## src/rtl/word_serializer.sv

```systemverilog
// Handshaked word-to-lane serializer: captures one WORD_W word and streams its
// LANE_W lanes MSB- or LSB-first, with a partial length and no bubble between words.
module word_serializer #(
    parameter  int WORD_W = 32,
    parameter  int LANE_W = 8,
    localparam int NLANES = WORD_W / LANE_W,
    localparam int CNT_W  = $clog2(NLANES) + 1
) (
    input  logic              clk,
    input  logic              reset,
    input  logic [WORD_W-1:0] in_data,
    input  logic              in_msb_first,
    input  logic [CNT_W-1:0]  in_len,
    input  logic              in_valid,
    output logic              in_ready,
    output logic [LANE_W-1:0] out_data,
    output logic [CNT_W-2:0]  out_idx,
    output logic              out_last,
    output logic              out_valid,
    input  logic              out_ready,
    output logic              busy
);

    typedef enum logic {IDLE, SEND} state_t;

    localparam logic [CNT_W-1:0] NLANES_C = CNT_W'(NLANES);
    localparam logic [CNT_W-2:0] TOP_IDX  = (CNT_W-1)'(NLANES - 1);

    state_t              state_q, state_d;
    logic [WORD_W-1:0]   word_q;
    logic                msb_q;
    logic [CNT_W-1:0]    len_q;
    logic [CNT_W-2:0]    idx_q;

    logic [CNT_W-1:0]    len_clamped;
    logic [CNT_W-2:0]    sel;
    logic [LANE_W-1:0]   lanes [NLANES];
    logic                last, xfer, accept;

    always_comb begin
        len_clamped = in_len;
        if (in_len == '0 || in_len > NLANES_C)
            len_clamped = NLANES_C;
    end

    always_comb begin
        for (int unsigned i = 0; i < NLANES; i++)
            lanes[i] = word_q[i*LANE_W +: LANE_W];
    end

    // in_ready depends combinationally on out_ready (reload on the last beat);
    // integrators must account for that path.
    always_comb begin
        busy      = (state_q == SEND);
        out_valid = busy;
        last      = busy && ({1'b0, idx_q} == len_q - 1'b1);
        out_last  = last;
        sel       = msb_q ? TOP_IDX - idx_q : idx_q;
        out_data  = busy ? lanes[sel] : '0;
        out_idx   = busy ? idx_q : '0;
        xfer      = out_valid && out_ready;
        in_ready  = !reset && (state_q == IDLE || (xfer && last));
        accept    = in_valid && in_ready;

        state_d = state_q;
        case (state_q)
            IDLE:    if (accept) state_d = SEND;
            SEND:    if (xfer && last && !accept) state_d = IDLE;
            default: state_d = IDLE;
        endcase
    end

    always_ff @(posedge clk) begin
        if (reset) begin
            state_q <= IDLE;
            idx_q   <= '0;
            word_q  <= '0;
            len_q   <= NLANES_C;
            msb_q   <= 1'b1;
        end else begin
            state_q <= state_d;
            if (accept) begin
                word_q <= in_data;
                msb_q  <= in_msb_first;
                len_q  <= len_clamped;
                idx_q  <= '0;
            end else if (xfer && !last) begin
                idx_q  <= idx_q + 1'b1;
            end
        end
    end

endmodule

```

## config.mk

```make
export PLATFORM = sky130hd
export DESIGN_NAME = word_serializer
export DESIGN_NICKNAME = d
export VERILOG_FILES = /design/src/rtl/word_serializer.sv
export SDC_FILE = /design/constraint.sdc
export NUM_CORES = 1
export LEC_CHECK = 0
export CORE_ASPECT_RATIO = 1.25
export CORE_UTILIZATION = 30
export CTS_CLUSTER_DIAMETER = 30
export CTS_CLUSTER_SIZE = 20
export DETAILED_ROUTE_END_ITERATION = 10
export SYNTH_ARGS = -nofsm -noshare
export SYNTH_HDL_FRONTEND = slang
export SYNTH_SLANG_ARGS = --single-unit
```

## constraint.sdc

```tcl
create_clock -name clk -period 2.15 [get_ports clk]
set_input_delay 0.43 -clock clk [delete_from_list [all_inputs] [get_ports clk]]
set_output_delay 0.43 -clock clk [all_outputs]
set_load 0.03 [all_outputs]
```

=== Word-level counts from Yosys, hierarchy flattened ===
Cells that the tools add are included.

* Bits in read-only memories: 0
* Bits of input ports: 40
* Flip-flop bits (word level): 39
* Memories kept: 0
* Output and inout port bits: 14
* RAM bits: 0
* Bits in latches: 0

* Magnitude comparators: 2
* Mux-type cells: 10
* Equality and inequality tests: 1
* $add $sub $neg: 3
* Reductions and logical operators: 14
* Shifts and indexed selects: 0
* Bitwise logic cells: 2
* Div/mod/pow operators: 0
* $mul: 0

{| class="wikitable"
|+ Operators with widths
! kind !! count
|-
| $mux 8 || 3
|-
| $bmux 8 s2 || 1
|-
| $logic_and 1x1->1 || 7
|-
| $mux 2 || 2
|-
| $eq 2x3->1 || 1
|-
| $ge 3x3->1 const B || 1
|-
| $gt 3x3->1 const B || 1
|-
| $logic_not 1->1 || 3
|-
| $logic_not 3->1 || 1
|-
| $mux 3 || 1
|-
| $not 2->3 || 1
|-
| $sub 3x1->3 const B || 1
|-
| $add 2x1->2 const B || 1
|-
| $logic_or 1x1->1 || 2
|-
| $mux 1 || 2
|-
| $pmux 1 s2 || 1
|-
| $reduce_or 2->1 || 1
|-
| $sub 2x2->2 const A || 1
|-
| $not 1->1 || 1
|}

=== Longest topological paths before layout ===
* Depth in word-level cells: 11
* Mapped depth: 8
* Gate-level depth less buffers: 6

=== Least setup slack after synthesis ===
Ideal clock, no wire load.

* Path type: reg-to-output
* Start point: register idx_q[0]
* End point: output port out_data[7]
* Setup slack: -116 ps
* Arrival: 1836 ps
* Cell stages (with the launch flop): 4
* Required time: 1720 ps
* Cells stage by stage: dfxtp_1 -> xor2_1 -> a211oi_1 -> a211oi_1

* Longest elaborated chain between the ends: 7

{| class="wikitable"
|+ RTL lines
! what !! line !! RTL
|-
| start: declaration || 33 || <nowiki>logic [CNT_W-2:0] idx_q;</nowiki>
|-
| start signal: assignment || 88 || <nowiki>idx_q <= idx_q + 1'b1;</nowiki>
|-
| $sub 2x2->2 || 58 || <nowiki>sel = msb_q ? TOP_IDX - idx_q : idx_q;</nowiki>
|-
| $mux 2 (*) || 58 ||
|-
| $not 2->3 (implied by the code) (*) || 59 || <nowiki>out_data = busy ? lanes[sel] : '0;</nowiki>
|-
| $bmux 8 s2 (*) || 59 ||
|-
| $mux 8 (implied by the code) (*) (2 in a row) || 59 ||
|-
| $mux 8 (*) || 59 ||
|-
| end: declaration || 16 || <nowiki>output logic [LANE_W-1:0] out_data,</nowiki>
|}

Mark *: on every way between the ends. The rest lies on a longest branch, timed or not. The select of a mux whose other input is x is not followed.

=== Final worst setup path ===
* Start point: register msb_q
* End point: output port out_data[0]

* Longest elaborated chain between the ends: 6

{| class="wikitable"
|+ RTL lines
! what !! line !! RTL
|-
| start: declaration || 31 || <nowiki>logic msb_q;</nowiki>
|-
| start signal: assignment || 84 || <nowiki>msb_q <= in_msb_first;</nowiki>
|-
| $mux 2 || 58 ||
|-
| $not 2->3 (implied by the code) || 59 ||
|-
| $bmux 8 s2 || 59 ||
|-
| $mux 8 (implied by the code) (2 in a row) || 59 ||
|-
| $mux 8 || 59 ||
|}

No other way between the ends. The select of a mux whose other input is x is not followed.

==> run_results.csv <==
group,metric,value,unit
synthesis,ys_types,35,
routing,wl_per_cell,14.4,um
setup_path,r2r_setup_slack,190,ps
cells_and_area,layout-drive-gt1-share,29.9,%
setup_path,critical_path_class,"reg2out",
routing,viasPerCell,4.91,
setup_path,slowest_delay,520,ps
timing,final-max-slew-violation-count,0,
setup_path,rr_startpoint,"len_q[0]",
clocking,cts_tree,"yes",
setup_path,critPathRequiredTime,1720,ps
synthesis,synth_nets,186,
clocking,clkLatencyLatePin,280,ps
clocking,clk_pin_slew_worst_paths,70,ps
timing,finClkSkew,5.09,ps
placement,dpl_cell_area,2350,sq um
pwr,p_leak,1.07,nW
timing,finalHoldViolations,0,
timing,setup_viol,7,
routing,wl,3.96,mm
placement,hpwlAfterDp,2.74,mm
timing,whs,471,ps
grt,grt-ovfl-total,0,
timing,setup_ws,-83.1,ps
timing,finalCritPeriodShare,104,%
timing,rsz0062_at_grt,"true",
floorplan,die_area,6000,sq um
setup_path,cpMostUsedCell,"buf_6",
setup_path,cp_top_family,"multiplexers",
synthesis,synth_edf_count,0,
synthesis,synth-seq-area-share,45.7,%
setup_path,r2r_cells,8,
timing,setup-tns-final,-298,ps
grt,track_usage,14.2,%
floorplan,design.core.area,5440,sq um
setup_path,crit_cells,5,
synthesis,ys.flop_type,"dfxtp_1",
setup_path,cp_max_fo,3,
grt,grt_pass1_wl,6.70,mm
cells_and_area,antennaDiodeCount,0,
clocking,numCtsBuffers,5,
clocking,cts_sinks,39,
cells_and_area,design_area,2590,sq um
routing,firstDrtPassIters,4,
setup_path,cp_cell_sequence,"buf_6 > xor2_4 > mux4_2 > and2_4 > buf_6",
setup_path,cp_slowest_cell,"mux4_2",
setup_path,crit_start,"msb_q",
placement,io_buffers,53,
setup_path,arrival,1800,ps
clocking,cts.htree.levels,2,
grt,antenna_found_initial,0,
grt,grt_max_degree,36,
min_path,hold_class,"reg2reg",
clocking,clock-root-buffer,"clkbuf_8",
routing,routed-via-count,1349,
synthesis,synth_commonest_cells,"dfxtp_1 (39), a22o_1 (32), inv_1 (10)",
synthesis,synth_area,1710,sq um
synthesis,synth_top_area_share,45.7,%
synthesis,synth_seq_cells,39,
synthesis,async_reset_ff_share,0,%
setup_path,worstReg2RegEnd,"word_q[10]",
min_path,holdPathStages,2,
setup_path,cp_num_buf_inv,2,
status,violations,"setup timing",
synthesis,synthTopCellsByArea,"dfxtp_1 (46%), a22o_1 (16%), mux4_2 (6.6%)",
synthesis,avgSynthCellArea,11.9,sq um
synthesis,ys.warnings.count,0,
status,status,"finished, violations left",
setup_path,crit_end,"out_data[0]",
floorplan,num_io_pins,54,
floorplan,initial_core_util,31.4,%
cells_and_area,utilization,47.6,%
routing,final_antenna_net_count,0,
timing,fmax,448,MHz
setup_path,crit_path_start_kind,"flip-flop",
synthesis,synth_most_common_cell,"dfxtp_1",
floorplan,die_h,86.4,um
placement,gp_congestion,0.758,
min_path,worstHoldStart,"len_q[1]",
floorplan,rows,30,
clocking,clock_path_buffers,2,
clocking,hold_buffers,0,
pwr,total_power,0.00158,W
cells_and_area,area_delta_synth_final,51.6,%
pwr,power_density,609,nW/um^2
cells_and_area,fin_nets,254,
grt,first_global_vias,1387,
routing,drc,0,
synthesis,synthCells,144,
job,cap_violations,0,
timing,fin_crit,2230,ps
floorplan,die_w,69.5,um
setup_path,end_kind,"primary output",
timing,max_slew_margin,74.4,%
routing,first_iter_violations,34,
timing,worst_slew_pin_slew,383,ps
synthesis,synth_top_area_cell,"dfxtp_1",
pwr,ir_drop,0.343,mV
==> power breakdown <==
group          switching (W)  internal, W  total (W)
Sequential         0.0000259     0.000765   0.000791
Clock               0.000218     0.000216   0.000434
Combinational       0.000146     0.000207   0.000353
==> worst min-delay path by stage <==
stage,end
2_1_floorplan,word_q[24]
3_3_place_gp,word_q[24]
3_5_place_dp,word_q[23]
4_1_cts,word_q[23]
5_1_grt,word_q[30]
6_report,len_q[1]
==> area by class of cell <==
cell class | count | area [sq um]
fill | 503 | 2850
timing repair buffer | 71 | 704
multi-input combinational | 85 | 905
inverter | 10 | 37.5
sequential | 39 | 791
tap | 64 | 80.1
clock buffer | 6 | 72.6
==> kinds of logic (layout without fill, tap and decap cells) <==
family	count (synthesis)	after routing	share of synthesized area [%]
flops	39	39	45.7
xor+xnor	6	6	4.40
mux	9	9	10.8
simple gates	24	24	8.21
buf+inv	20	87	6.59
compound gates	44	44	22.8
fa+ha+maj	2	2	1.46
==> state kept, by name (all words and copies together) (netlist names) <==
signal	cells
word_q	32
len_q	3
idx_q	2
busy	1
msb_q	1
==> layer usage <==
layer,wire length (um),global-route usage (%),part of all wire (%),vias to the layer above
met4,43,4.45,1.1,0
met1,1760,17.8,44,638
met2,1910,23.1,48,39
met3,244,4.77,6.2,4
met5,0,0,0,-
li1,-,-,-,668
==> worst register-to-register path, delay by kind of cell (launching register included) <==
family	cells	cell delay, ps
AOI/OAI and AO/OA	3	590
adders and majority gates	1	280
DFF	1	350
xor gates and xnor gates	1	210
buffers and inverters	3	390
==> repair_timing <==
action,CTS,global route
gates cloned,0,0
setup buffers,7,1
setup endpoints to repair,10,11
gates resized for setup,70,7
pin swaps,12,3
==> per-stage QoR <==
step | setup WS, ps | std cells
CTS | -113 | 274
global placement | -430 | 261
detailed placement | -470 | 261
global route | -174 | 275
finish | -83.1 | 275
floorplan | 43.4 | 144
==> placed cells by master (no fill, tap or decap), drive strengths merged, types with 6 or more instances in the layout <==
cell type	instances
clkdlybuf4s50	41
dfxtp	39
a22o	32
buf	28
inv	10
and2	8
mux4	7
nor2	7
clkbuf	6
(Power assumes the default switching activity.)
